<file path="src/rtl/timer_pkg.sv">
// Shared types and defaults for the interval-timer controller.
package timer_pkg;

    localparam int unsigned PRESC_W_DEFAULT = 4;

    typedef enum logic [1:0] {
        TMR_IDLE   = 2'b00,
        TMR_RUN    = 2'b01,
        TMR_PAUSED = 2'b10
    } tmr_state_e;

endpackage

</file>
<file path="src/rtl/timer_prescaler.sv">
// Prescale divider: emits a tick every presc+1 enabled cycles.
module timer_prescaler
    import timer_pkg::*;
#(
    parameter int unsigned PRESC_W = PRESC_W_DEFAULT
) (
    input  logic               clk,
    input  logic               rst,
    input  logic               clear,
    input  logic               enable,
    input  logic [PRESC_W-1:0] presc,
    output logic               tick
);

    logic [PRESC_W-1:0] cnt_q, cnt_d;
    logic               wrap;

    assign wrap = (cnt_q == presc);
    assign tick = enable && wrap;

    always_comb begin
        cnt_d = cnt_q;
        if (clear) begin
            cnt_d = '0;
        end else if (enable) begin
            cnt_d = wrap ? '0 : cnt_q + PRESC_W'(1);
        end
    end

    always_ff @(posedge clk) begin
        if (rst) begin
            cnt_q <= '0;
        end else begin
            cnt_q <= cnt_d;
        end
    end

endmodule

</file>
<file path="src/rtl/timer_ctrl.sv">
// Interval-timer controller: config capture, run/pause/stop FSM, count and irq.
module timer_ctrl
    import timer_pkg::*;
#(
    parameter int unsigned WIDTH   = 8,
    parameter int unsigned PRESC_W = PRESC_W_DEFAULT
) (
    input  logic               clk,
    input  logic               rst,
    input  logic               cfg_valid,
    output logic               cfg_ready,
    input  logic [WIDTH-1:0]   cfg_period,
    input  logic [PRESC_W-1:0] cfg_presc,
    input  logic               cfg_periodic,
    input  logic               start,
    input  logic               stop,
    input  logic               pause,
    output logic [WIDTH-1:0]   count,
    output logic [1:0]         state,
    output logic               busy,
    output logic               irq
);

    tmr_state_e         state_q, state_d;
    logic [WIDTH-1:0]   count_q, count_d;
    logic [WIDTH-1:0]   period_q;
    logic [PRESC_W-1:0] presc_q;
    logic               periodic_q;
    logic               irq_q, irq_d;

    logic               cfg_xfer;
    logic [WIDTH-1:0]   eff_period;
    logic               run_en;
    logic               presc_clear;
    logic               tick;
    logic               terminal;

    assign cfg_ready  = (state_q == TMR_IDLE);
    assign cfg_xfer   = cfg_valid && cfg_ready;
    assign eff_period = cfg_xfer ? cfg_period : period_q;

    // A PAUSED cycle with pause released counts immediately, so a pause
    // held for k edges stretches the interval by exactly k cycles.
    assign run_en      = (state_q != TMR_IDLE) && !stop && !pause;
    assign presc_clear = (state_q == TMR_IDLE) || stop;
    assign terminal    = tick && (count_q == period_q - WIDTH'(1));

    timer_prescaler #(
        .PRESC_W (PRESC_W)
    ) u_presc (
        .clk    (clk),
        .rst    (rst),
        .clear  (presc_clear),
        .enable (run_en),
        .presc  (presc_q),
        .tick   (tick)
    );

    always_comb begin
        state_d = state_q;
        count_d = count_q;
        irq_d   = 1'b0;
        case (state_q)
            TMR_IDLE: begin
                if (start && (eff_period != '0)) begin
                    state_d = TMR_RUN;
                    count_d = '0;
                end
            end
            TMR_RUN, TMR_PAUSED: begin
                if (stop) begin
                    state_d = TMR_IDLE;
                    count_d = '0;
                end else if (pause) begin
                    state_d = TMR_PAUSED;
                end else begin
                    state_d = TMR_RUN;
                    if (terminal) begin
                        count_d = '0;
                        irq_d   = 1'b1;
                        if (!periodic_q) begin
                            state_d = TMR_IDLE;
                        end
                    end else if (tick) begin
                        count_d = count_q + WIDTH'(1);
                    end
                end
            end
            default: begin
                state_d = TMR_IDLE;
                count_d = '0;
            end
        endcase
    end

    always_ff @(posedge clk) begin
        if (rst) begin
            state_q    <= TMR_IDLE;
            count_q    <= '0;
            irq_q      <= 1'b0;
            period_q   <= '0;
            presc_q    <= '0;
            periodic_q <= 1'b0;
        end else begin
            state_q <= state_d;
            count_q <= count_d;
            irq_q   <= irq_d;
            if (cfg_xfer) begin
                period_q   <= cfg_period;
                presc_q    <= cfg_presc;
                periodic_q <= cfg_periodic;
            end
        end
    end

    assign count = count_q;
    assign state = state_q;
    assign busy  = (state_q != TMR_IDLE);
    assign irq   = irq_q;

endmodule
</file>
<file path="config.mk">
export PLATFORM = sky130hd
export DESIGN_NAME = timer_ctrl
export DESIGN_NICKNAME = d
export VERILOG_FILES = /design/src/rtl/timer_pkg.sv /design/src/rtl/timer_prescaler.sv /design/src/rtl/timer_ctrl.sv
export SDC_FILE = /design/constraint.sdc
export NUM_CORES = 1
export LEC_CHECK = 0
export CAP_MARGIN = 20
export CORE_AREA = 5 5 70 72
export CTS_BUF_LIST = sky130_fd_sc_hd__clkbuf_2 sky130_fd_sc_hd__clkbuf_4 sky130_fd_sc_hd__clkbuf_8
export DETAILED_ROUTE_END_ITERATION = 10
export DIE_AREA = 0 0 75 77
export PLACE_DENSITY_LB_ADDON = 0.12
export SETUP_SLACK_MARGIN = 0.5
export SYNTH_ARGS = -nofsm -noshare
export SYNTH_HDL_FRONTEND = slang
export SYNTH_SLANG_ARGS = --single-unit
</file>
<file path="constraint.sdc">
create_clock -name clk -period 6.9 [get_ports clk]
set_input_delay 0.69 -clock clk [delete_from_list [all_inputs] [get_ports clk]]
set_output_delay 0.69 -clock clk [all_outputs]
set_load 0.01 [all_outputs]
</file>
==> Word level (Yosys, flattened, before mapping) <==
Index checks and enable logic that the tools add are counted.
{ "word_totals": {"register_bits": 28, "input_bits": 19, "output_inout_bits": 13, "elab_cells": 49} }
{ "classes": {"n_addsub": 3, "n_eq_ne": 7, "mux": 15, "n_bitwise": 1, "n_reduce_logical": 16} }
{ "op_table": {"columns": ["op", "n"], "rows": [
  ["$mux W8", 6],
  ["$pmux W8 S2", 1],
  ["$add A8 B1 Y8 const B", 1],
  ["$eq A8 B8 Y1", 1],
  ["$reduce_bool A8 Y1", 1],
  ["$sub A8 B1 Y8 const B", 1],
  ["$logic_and A1 B1 Y1", 6],
  ["$mux W2", 3],
  ["$add A4 B1 Y4 const B", 1],
  ["$eq A4 B4 Y1", 1],
  ["$mux W4", 1],
  ["$ne A4 B4 Y1 const B", 1],
  ["$pmux W2 S2", 1],
  ["$reduce_or A2 Y1", 2],
  ["$reduce_or A4 Y1", 1],
  ["$mux W1", 3],
  ["$ne A3 B3 Y1 const B", 1],
  ["$reduce_and A3 Y1", 1],
  ["$eq A2 B1 Y1 const B", 1],
  ["$eq A2 B2 Y1 const B", 1],
  ["$logic_not A1 Y1", 2],
  ["$logic_not A2 Y1", 1],
  ["$ne A2 B1 Y1 const B", 1],
  ["$reduce_bool A2 Y1", 1],
  ["2 further kinds", 2]
]} }

==> Longest topological paths before layout <==
Gate-level depths: netlist of run 1.
{ "logic_depth": {"ltp_word": 9, "depth_mapped": 10, "depth_no_buf": 8} }

==> By module <==
Synthesis of run 1 repeated with hierarchy kept, for this count alone.
{ "unflattened": {"cells_unflattened": 192, "hier_area_um2": 1625.3} }
{ "by_module_without_submodules": {"columns": ["module", "n_inst", "cells_per_inst", "area_per_inst_um2", "seq_area_each_um2"], "rows": [
  ["timer_ctrl", 1, 166, 1358.8, 480.5],
  ["timer_prescaler", 1, 26, 266.5, 80.1]
]} }

==> Worst setup path after synthesis of run 1 <==
No wires, ideal clock.
{ "synth_path": {"path_kind": "reg-to-reg", "startpoint": "register state_q[0], in the netlist state[0]", "endpoint": "register count_q[0], in the netlist count[0]", "arrival_ns": 2.464, "required_time_ns": 6.779, "path_slack_ns": 4.315, "stages_incl_launch_ff": 10, "synth_period_minus_slack_ns": 2.585, "cell_sequence": "dfxtp_1 -> inv_1 -> ha_1 -> nor3_1 -> nand2_1 -> nor4_4 -> o2111ai_4 -> and3_1 -> buf_6 -> mux2_2"} }
{ "synth_via": {"word_cells_on_any_way": 21, "cone_classes": "eq/ne: 5; mux: 5; reduce/logical: 11"} }
{ "synth_rtl": {"columns": ["element", "line", "text"], "rows": [
  ["start, declared", "timer_ctrl.sv:24", "tmr_state_e state_q, state_d;"],
  ["start signal, assigned", "timer_ctrl.sv:105", "state_q <= state_d;"],
  ["$logic_not A2 Y1 *", "timer_ctrl.sv:38", "assign cfg_ready = (state_q == TMR_IDLE);"],
  ["net cfg_ready", "timer_ctrl.sv:11", "output logic cfg_ready,"],
  ["$logic_and A1 B1 Y1", "timer_ctrl.sv:39", "assign cfg_xfer = cfg_valid && cfg_ready;"],
  ["$mux W8", null, null],
  ["$reduce_bool A8 Y1", "timer_ctrl.sv:65", "if (start && (eff_period != '0)) begin"],
  ["$logic_and A1 B1 Y1", "timer_ctrl.sv:65", null],
  ["$ne A2 B1 Y1 (no source line)", null, null],
  ["$reduce_and A3 Y1 (no source line)", null, null],
  ["end signal, assigned", "timer_ctrl.sv:106", "count_q <= count_d;"],
  ["end, declared", "timer_ctrl.sv:25", "logic [WIDTH-1:0] count_q, count_d;"]
]} }
Mark *: on every way through the listed nets, which the timed path passes. The rest lies on a longest branch. The select of a mux whose other input is x is not followed.
A chain may end at the register's enable or synchronous reset.

==> Final worst setup path of run 1 <==
{ "layout_path": {"startpoint": "input pause", "endpoint": "register count_q[0], in the netlist count[0]"} }
{ "layout_via": {"elab_chain_cells": 8, "word_cells_on_any_way": 11, "cone_classes": "eq/ne: 2; mux: 4; reduce/logical: 5"} }
{ "layout_lines": {"columns": ["element", "line", "text"], "rows": [
  ["start, declared", "timer_ctrl.sv:17", "input logic pause,"],
  ["$logic_not A1 Y1", "timer_ctrl.sv:44", "assign run_en = (state_q != TMR_IDLE) && !stop && !pause;"],
  ["$logic_and A1 B1 Y1", "timer_ctrl.sv:44", null],
  ["$logic_and A1 B1 Y1", "timer_prescaler.sv:19", "assign tick = enable && wrap;"],
  ["$logic_and A1 B1 Y1", "timer_ctrl.sv:46", "assign terminal = tick && (count_q == period_q - WIDTH'(1));"],
  ["$mux W8", "timer_ctrl.sv:78", "if (terminal) begin"],
  ["$mux W8", "timer_ctrl.sv:74", "end else if (pause) begin"],
  ["$mux W8", "timer_ctrl.sv:71", "if (stop) begin"],
  ["$pmux W8 S2", "timer_ctrl.sv:63", "case (state_q)"]
]} }
Several ways; a longest one is shown, not always the timed one. The select of a mux whose other input is x is not followed.

==> flow_summary_export.csv, run 1 <==
group,metric,value,unit
clock_network,clk_latency,0.28,ns
sta,setup_tns,0,ns
sta,timing.hold.ws,0.479,ns
drt,routed_wl,3.88,mm
clock_network,cts_tree,"yes",
clock_network,root_buffer,"clkbuf_8",
sta,fin_skew,0.00249,ns
place,place.gp.congestion,0.800,
pwr,switching_share,30.3,%
layout,syn2layout_area_growth,24.0,%
yosys,avgSynthCellArea,8.25,µm²
pwr,p_switching,0.117,mW
layout,drive_gt1_share,7.24,%
floorplanning,rows,24,
layout,final_common_cell,"nand2_1",
pwr,irDropWorstVdd,0.0742,mV
setup_path,r2r-start,"state[0]",
yosys,yosys_warnings,0,
sta,fmax,350,MHz
setup_path,startpoint,"pause",
yosys,async_flop_share,0,%
floorplanning,die_h,77,µm
floorplanning,coreArea,4230,µm²
floorplanning,initial_utilization,37.8,%
floorplanning,die_x,75,µm
sta,slew_headroom,52.7,%
drt,wl_per_cell,14.2,µm
pwr,combinationalPowerShare,26.5,%
drt,drt-initial-drc-count,137,
pwr,p_leak,0.713,nW
layout,ff_latch_area,561,µm²
setup_path,crit_fanout,10,
pwr,powerDensity,195,nW/µm²
hold_path,worst_hold_path_type,"reg2reg",
yosys,synthesis.area,1600,µm²
drt,drc_errors,0,
status,status,"finished clean",
setup_path,cp-start-kind,"input port",
yosys,netlist_instances,194,
pwr,power_frac_clock,26.8,%
sta,period_share,41.4,%
global_routing,overflow,0,
global_routing,grt_pass1_vias,1455,
setup_path,crit_path_end_kind,"flip-flop",
clock_network,cts_made_buffers,3,
sta,setup_violations,0,
pwr,seq_power_share,46.7,%
drt,vias,1454,
job,cap_violations,0,
setup_path,critical_path_class,"in2reg",
global_routing,grt_max_degree,21,
yosys,ys_ff_latch,28,
drt,firstDrtPassIters,4,
pwr,internal-power,0.269,mW
setup_path,worstPathArrival,3.03,ns
yosys,syn_nets,218,
setup_path,endpoint,"count[0]",
clock_network,clk_path_buf_depth,2,
clock_network,clkSinkCount,28,
sta,period_needed,2.85,ns
floorplanning,die_area,5780,µm²
layout,fill_cells,409,
place,dp_hpwl,2.94,mm
layout,multi_input_area,956,µm²
yosys,synth_cell_types,40,
global_routing,grt_pass1_wl,6.47,mm
drt,viasPerCell,5.33,
sta,slew_violations,0,
layout,mostFrequentLayoutCells,"nand2_1, clkdlybuf4s50_1, dfxtp_1, a21oi_1, nor2_1",
global_routing,antenna_found_initial,0,
place,numPortBuffers,31,
sta,tightest_slew,0.707,ns
drt,postRouteAntennaNets,0,
clock_network,cts_hold_buf,0,
layout,nets,246,
global_routing,grtUsageTotal,14.0,%
setup_path,r2r_setup_slack,4.16,ns
clock_network,post_cts_buffers,0,
setup_path,reg2regPathDepth,8,
floorplanning,num_io_pins,32,
yosys,synthFlopType,"dfxtp_1",
clock_network,cts.reportedPaths.clkPinSlew,0.10,ns
clock_network,postCtsResizedCells,0,
yosys,ys_seq_area_share,35.0,%
yosys,synth_edf_count,0,
setup_path,r2r_end,"count[0]",
sta,hold_viol_final,0,
sta,rsz0062_at_grt,"false",
clock_network,h-tree-depth,1,
setup_path,required,7.08,ns
layout,antenna_cells,0,
-- worst min path at each step --
stage                 end  cells after the start  slack (ns)        from
3_5_place_dp   presc_q[0]                      2        0.47  presc_q[0]
4_1_cts        presc_q[0]                      2        0.48  presc_q[0]
2_1_floorplan  periodic_q                      2        0.44  periodic_q
5_1_grt        presc_q[0]                      2        0.50  presc_q[0]
3_3_place_gp   presc_q[3]                      2        0.46  presc_q[3]
6_report       presc_q[3]                      2        0.48  presc_q[3]
-- state kept, by name, summed over array words and instances, names as in the netlist --
register,cells
u_presc.cnt_q,4
state,2
count,8
periodic_q,1
irq,1
period_q,8
presc_q,4
-- Yosys cell counts (2+ instances only) --
cell type / instances / area, µm²
a21oi_1: 17 / 85.1
a22o_1: 4 / 35.0
a31o_2: 4 / 35.0
a31oi_1: 2 / 12.5
and2_1: 2 / 12.5
buf_6: 2 / 22.5
clkbuf_1: 5 / 18.8
dfxtp_1: 28 / 561
ha_1: 5 / 62.6
inv_1: 10 / 37.5
nand2_1: 34 / 128
nand2b_1: 3 / 18.8
nand3_1: 4 / 20.0
nand4_1: 3 / 18.8
nor2_1: 14 / 52.6
nor3_1: 7 / 35.0
nor3b_1: 2 / 15.0
nor4_1: 5 / 31.3
o211ai_1: 3 / 22.5
o21a_1: 2 / 15.0
o21ai_0: 2 / 10.0
o2bb2ai_1: 2 / 17.5
or2_2: 3 / 18.8
xnor2_1: 11 / 96.3
xor2_1: 5 / 43.8
-- per-layer routing --
metal | vias up | global-route usage (%) | part of all wire, %
met4 | 0 | 5.69 | 2.4
met1 | 682 | 18.5 | 48
met3 | 8 | 2.88 | 4.6
li1 | 734 | - | -
met2 | 30 | 21.8 | 45
met5 | - | 0 | 0
-- metrics by stage --
stage | setup slack, ns | total power [mW] | area (µm²) | utilization (%) | instances
3_5_place_dp | 3.75 | 0.286 | 1930 | 45.6 | 269
5_1_grt | 3.85 | 0.407 | 1980 | 46.9 | 273
4_1_cts | 4.04 | 0.389 | 1980 | 46.9 | 273
2_1_floorplan | 4.32 | 0.254 | 1600 | - | 194
3_3_place_gp | 3.79 | 0.284 | 1930 | 45.6 | 269
6_report | 4.05 | 0.386 | 1980 | 46.9 | 273
-- power by group through the flow --
stage	sequential, mW	clock, mW	combinational (mW)
6_report	0.180	0.104	0.103
5_1_grt	0.182	0.112	0.114
4_1_cts	0.180	0.106	0.103
3_5_place_dp	0.184	0	0.102
3_3_place_gp	0.184	0	0.100
2_1_floorplan	0.180	0	0.0738
-- kinds of logic (layout without fill, tap and decap cells) --
| group | Yosys count | in the layout | synth area share, % |
|---|---|---|---|
| fa+ha+maj | 5 | 5 | 3.91 |
| mux | 2 | 2 | 1.33 |
| compound gates | 42 | 42 | 20.0 |
| simple gates | 83 | 83 | 25.7 |
| buf+inv | 18 | 45 | 5.24 |
| xor+xnor | 16 | 16 | 8.76 |
| flops | 28 | 28 | 35.0 |
-- worst max-delay path, stage by stage --
cell and delay (ns):
clkdlybuf4s50_1 0.48, nor3_1 0.45, nand2_1 0.22, nor4_4 0.34
o2111ai_4 0.24, and3_1 0.34, mux2_2 0.28
-- cell type report --
cell class | count | share of cell area, %
inverters | 10 | 1.89
multi-input cells | 148 | 48.2
well taps | 52 | 3.28
repair buffers | 31 | 15.6
flip-flops and latches | 28 | 28.2
clock buffers | 4 | 2.77
(Power assumes the default switching activity.)
==> run 2, diff against run 1 <==
==> constraint.sdc (replaced) <==
create_clock -name clk -period 2.8 [get_ports clk]
set_input_delay 0.28 -clock clk [delete_from_list [all_inputs] [get_ports clk]]
set_output_delay 0.28 -clock clk [all_outputs]
set_load 0.01 [all_outputs]
==> run 2 against run 1 <==
Core utilization grew 2.8 points. Critical path type is now reg2reg. Sequential power rose by 150%. Worst hold slack worse by 0.0016 ns. Highest routed layer unchanged.
==> flow_summary_export.csv, run 2 (synthesis results as in run 1) <==
group,metric,value,unit
status,status,"finished clean",
layout,drive_gt1_share,15.0,%
layout,fin_area,2100,µm²
global_routing,overflow,0,
global_routing,antenna_found_initial,0,
setup_path,cp_slowest_stage_delay,0.54,ns
clock_network,root_buffer,"clkbuf_8",
sta,fmax,442,MHz
global_routing,met2_usage,21.2,%
clock_network,cts_made_buffers,3,
setup_path,critical_path_class,"reg2reg",
floorplanning,die_x,75,µm
layout,utilization,49.6,%
global_routing,grtUsageTotal,14.1,%
drt,viasPerCell,5.19,
clock_network,clk_latency,0.28,ns
pwr,switching_share,28.3,%
floorplanning,die_h,77,µm
drt,postRouteAntennaNets,0,
place,numPortBuffers,31,
pwr,p_leak,0.759,nW
drt,firstDrtPassIters,4,
hold_path,worst_hold_path_type,"reg2reg",
floorplanning,die_area,5780,µm²
pwr,p_switching,0.292,mW
place,detailed_place.area,1960,µm²
place,place.gp.congestion,0.762,
layout,nets,252,
setup_path,required,2.97,ns
setup_path,reg2regPathDepth,6,
pwr,seq_power_share,43.1,%
sta,slew_violations,0,
pwr,power_frac_clock,30.6,%
layout,mostFrequentLayoutCells,"nand2_1, clkdlybuf4s50_1, dfxtp_1, a21oi_1, nor2_1",
drt,vias,1449,
clock_network,clkSinkCount,28,
global_routing,grt.met3_usage,3.01,%
layout,antenna_cells,0,
floorplanning,coreArea,4230,µm²
hold_path,whs_path_depth,2,
global_routing,grt_pass1_wl,6.50,mm
layout,fill_cells,411,
clock_network,h-tree-depth,1,
clock_network,cts_hold_buf,0,
global_routing,grt_pass1_vias,1387,
setup_path,worstPathArrival,2.43,ns
layout,layoutNonFillerInstCount,279,
floorplanning,initial_utilization,37.8,%
setup_path,crit_fanout,7,
drt,drc_errors,0,
global_routing,grt_max_degree,18,
sta,hold_viol_final,0,
pwr,internal-power,0.741,mW
global_routing,top_usage_layer,"met2",
clock_network,clk_path_buf_depth,2,
setup_path,crit_path_top_delay_cell,"or4_4",
clock_network,cts_tree,"yes",
place,dp_hpwl,2.95,mm
global_routing,met1_usage,19.5,%
sta,period_share,80.8,%
floorplanning,num_io_pins,32,
pwr,irDropWorstVdd,0.229,mV
sta,period_needed,2.26,ns
place,placed_cells,270,
drt,drt-initial-drc-count,107,
clock_network,cts.reportedPaths.clkPinSlew,0.10,ns
pwr,combinationalPowerShare,26.3,%
sta,slew_headroom,64.3,%
sta,setup_ws,0.538,ns
sta,setup_violations,0,
job,cap_violations,0,
floorplanning,rows,24,
setup_path,worstPathCellList,"or4_4, o21a_4, o41ai_4, o2111ai_4, a31o_2, a22o_1",
place,dp_slack,0.295,ns
layout,syn2layout_area_growth,31.4,%
sta,tightest_slew,0.533,ns
setup_path,crit_path_end_kind,"flip-flop",
sta,rsz0062_at_grt,"true",
layout,final_common_cell,"nand2_1",
drt,wl_per_cell,14.1,µm
pwr,powerDensity,492,nW/µm²
sta,setup_tns,0,ns
drt,routed_wl,3.93,mm
sta,fin_skew,0.00670,ns
setup_path,cp-start-kind,"flip-flop",
run 2: routing by layer:
metal,vias up,share of wire (%)
met2,27,46
met1,676,48
met4,0,1.3
li1,742,-
met3,4,4.5
met5,-,0
run 2: worst max-delay path: cells and delay by family, from the launching register on:
family / cells / cell delay (ns)
simple gates: 1 / 0.54
flops: 1 / 0.38
compound gates: 5 / 1.25
run 2: final timing paths:
kind,startpoint,endpoint,slack (ns)
min,presc_q[0],presc_q[0],0.48
min reg2reg,presc_q[0],presc_q[0],0.48
max,period_q[0],count[2],0.54
max reg2reg,period_q[0],count[2],0.54
run 2: timing repair:
item | in CTS | in global routing
pin swaps | 2 | 3
endpoints found under the hold margin | 0 | 0
gates cloned | 0 | 0
buffers inserted | 1 | 4
gates resized for setup | 2 | 8
endpoints found under the setup margin | 5 | 9
run 2: power groups by stage:
stage	clock (mW)	combinational, mW	sequential, mW
final	0.317	0.271	0.446
after floorplan	0	0.188	0.443
after global routing	0.340	0.300	0.449
after global placement	0	0.255	0.453
after detailed placement	0	0.259	0.454
after CTS	0.330	0.262	0.445
run 2: layout make-up:
cell class                      count  area, µm²  share of cell area, %
Sequential cell                    28        567                   27.0
Timing Repair Buffer               37        355                   16.9
Clock inverter                      1       30.0                   1.43
Multi-Input combinational cell    148       1010                   47.9
Tap cell                           52       65.1                   3.10
Clock buffer                        3       41.3                   1.96
Inverter                           10       37.5                   1.79
run 2: stage by stage:
stage,power [mW],hold WS (ns)
5_1_grt,1.09,0.499
4_1_cts,1.04,0.479
2_1_floorplan,0.631,0.358
3_3_place_gp,0.708,0.462
6_report,1.03,0.477
3_5_place_dp,0.713,0.464
==> run 3, diff against run 2 <==
==> constraint.sdc (replaced) <==
create_clock -name clk -period 2.4 [get_ports clk]
set_input_delay 0.24 -clock clk [delete_from_list [all_inputs] [get_ports clk]]
set_output_delay 0.24 -clock clk [all_outputs]
set_load 0.01 [all_outputs]
==> run 3 against run 2 <==
Combinational power rose by 28%. First-iteration DRC count down 40%. Critical path depth stayed put. Via count increased by 3.0%. Sequential power up 15%. Clock skew fell by 0.0022 ns. Power increased by 19%. Core utilization rose by 1.9 points. Clock power increased by 18%. Final area is 3.9% higher. Non-clock buffer count increased by 8. Cell count rose by 2.9%.
==> flow_summary_export.csv, run 3 (synthesis results as in run 1) <==
group,metric,value,unit
floorplanning,coreArea,4230,µm²
drt,vias,1493,
layout,syn2layout_area_growth,36.4,%
setup_path,crit_path_end_kind,"flip-flop",
setup_path,crit_path_top_delay_cell,"or4_4",
drt,drc_errors,0,
drt,drt-initial-drc-count,64,
place,dp_hpwl,2.97,mm
global_routing,grt_pass1_wl,6.51,mm
pwr,p_leak,0.820,nW
sta,fin_skew,0.00446,ns
drt,firstDrtPassIters,4,
pwr,irDropWorstVdd,0.259,mV
clock_network,clkSinkCount,28,
floorplanning,die_x,75,µm
hold_path,min_to,"presc_q[3]",
setup_path,r2r_setup_slack,0.18,ns
hold_path,worst_hold_path_type,"reg2reg",
global_routing,overflow,0,
layout,fill_cells,419,
setup_path,worstPathArrival,2.39,ns
layout,final_common_cell,"nand2_1",
sta,hold_viol_final,0,
layout,drive_gt1_share,18.7,%
pwr,power_frac_clock,30.3,%
drt,wl_per_cell,13.4,µm
place,place.gp.congestion,0.801,
pwr,powerDensity,565,nW/µm²
sta,rsz0062_at_grt,"true",
global_routing,met2_usage,23.3,%
pwr,p_switching,0.347,mW
global_routing,top_usage_layer,"met2",
global_routing,grt_max_degree,17,
global_routing,met1_usage,17.0,%
clock_network,cts_hold_buf,0,
layout,antenna_cells,0,
pwr,seq_power_share,41.6,%
layout,layoutNonFillerInstCount,287,
floorplanning,die_h,77,µm
job,cap_violations,0,
setup_path,r2r-start,"period_q[1]",
clock_network,clk_latency,0.27,ns
sta,slew_violations,0,
place,numPortBuffers,31,
clock_network,clk_path_buf_depth,2,
floorplanning,initial_utilization,37.8,%
clock_network,h-tree-depth,1,
global_routing,grt.met3_usage,2.88,%
layout,mostFrequentLayoutCells,"nand2_1, clkdlybuf4s50_1, dfxtp_1, a21oi_1",
drt,postRouteAntennaNets,0,
clock_network,cts_tree,"yes",
sta,tightest_slew,0.550,ns
setup_path,cp-start-kind,"flip-flop",
clock_network,cts.reportedPaths.clkPinSlew,0.10,ns
sta,setup_tns,0,ns
hold_path,min_from,"presc_q[3]",
sta,slew_headroom,63.2,%
clock_network,root_buffer,"clkbuf_8",
global_routing,grt_pass1_vias,1514,
layout,nets,260,
pwr,combinationalPowerShare,28.1,%
setup_path,reg2regPathDepth,6,
sta,fmax,451,MHz
pwr,switching_share,28.1,%
floorplanning,num_io_pins,32,
setup_path,worstPathCellList,"or4_4, o21a_1, o41ai_4, o2111ai_4, and3_4, mux2_2",
setup_path,crit_fanout,8,
setup_path,required,2.57,ns
sta,setup_violations,0,
floorplanning,die_area,5780,µm²
hold_path,whs_path_depth,2,
setup_path,cp_slowest_stage_delay,0.56,ns
drt,viasPerCell,5.20,
floorplanning,rows,24,
status,status,"finished clean",
drt,routed_wl,3.86,mm
global_routing,antenna_found_initial,0,
setup_path,r2r_end,"count[0]",
global_routing,grtUsageTotal,13.8,%
sta,period_needed,2.22,ns
pwr,internal-power,0.888,mW
setup_path,critical_path_class,"reg2reg",
place,placed_cells,279,
sta,period_share,92.5,%
clock_network,cts_made_buffers,3,
run 3: changes by cell type in the layout (fill, tap and decap cells not counted), sizes merged:
cell / change
buf: +8
clkdlybuf4s50: -1
dlymetal6s2s: +1
run 3: area by class of cell:
| class | count | area (µm²) | share of cell area, % |
|---|---|---|---|
| flip-flops and latches | 28 | 569 | 26.1 |
| repair buffers | 45 | 418 | 19.1 |
| multi-input cells | 148 | 1020 | 46.8 |
| well taps | 52 | 65.1 | 2.98 |
| inverters | 10 | 37.5 | 1.72 |
| clock inverters | 1 | 30.0 | 1.38 |
| clock buffers | 3 | 41.3 | 1.89 |
run 3: power by group through the flow:
stage | logic [mW] | registers, mW | clock network [mW]
2_1_floorplan | 0.219 | 0.517 | 0
3_3_place_gp | 0.321 | 0.524 | 0
3_5_place_dp | 0.323 | 0.524 | 0
4_1_cts | 0.336 | 0.511 | 0.387
5_1_grt | 0.385 | 0.518 | 0.403
6_report | 0.347 | 0.513 | 0.374
run 3: timing repair:
| action | 4_1_cts | 5_1_grt |
|---|---|---|
| endpoints found under the setup margin | 10 | 16 |
| resized for setup | 7 | 8 |
| hold endpoints to repair | 0 | 0 |
| pin swaps | 4 | 4 |
| buffers inserted | 2 | 2 |
run 3: routing by layer:
metal	part of all wire [%]	wire length (µm)
met1	46	1780
met2	48	1850
met3	5.2	199
met4	0.60	23
met5	0	0
run 3: critical path: cells and delay by family, from the launching register on:
kind / cells / cell delay [ns]
AOI/OAI and AO/OA: 3 / 0.70
DFF: 1 / 0.36
muxes: 1 / 0.25
and+or+nand+nor: 2 / 0.80
run 3: how the worst max path moves through the flow:
stage                     slack, ns           from  endpoint  depth (start not counted)
after detailed placement        0.1  cfg_period[6]  count[0]                          7
after global routing           0.08    period_q[1]  count[7]                          6
after CTS                      0.16    period_q[1]  count[2]                          6
final                          0.18    period_q[1]  count[0]                          6
after floorplan                0.13    period_q[0]  count[0]                          8
after global placement         0.11  cfg_period[6]  count[0]                          7
run 3: through the flow:
| step | hold slack, ns | utilization [%] | worst slack (ns) | area [µm²] | power (mW) |
|---|---|---|---|---|---|
| after floorplan | 0.318 | - | 0.129 | 1620 | 0.737 |
| after global placement | 0.460 | 47.8 | 0.105 | 2020 | 0.845 |
| after detailed placement | 0.463 | 47.8 | 0.0976 | 2020 | 0.848 |
| after CTS | 0.477 | 50.4 | 0.160 | 2130 | 1.23 |
| after global routing | 0.504 | 51.6 | 0.0798 | 2180 | 1.31 |
| final | 0.474 | 51.6 | 0.181 | 2180 | 1.23 |
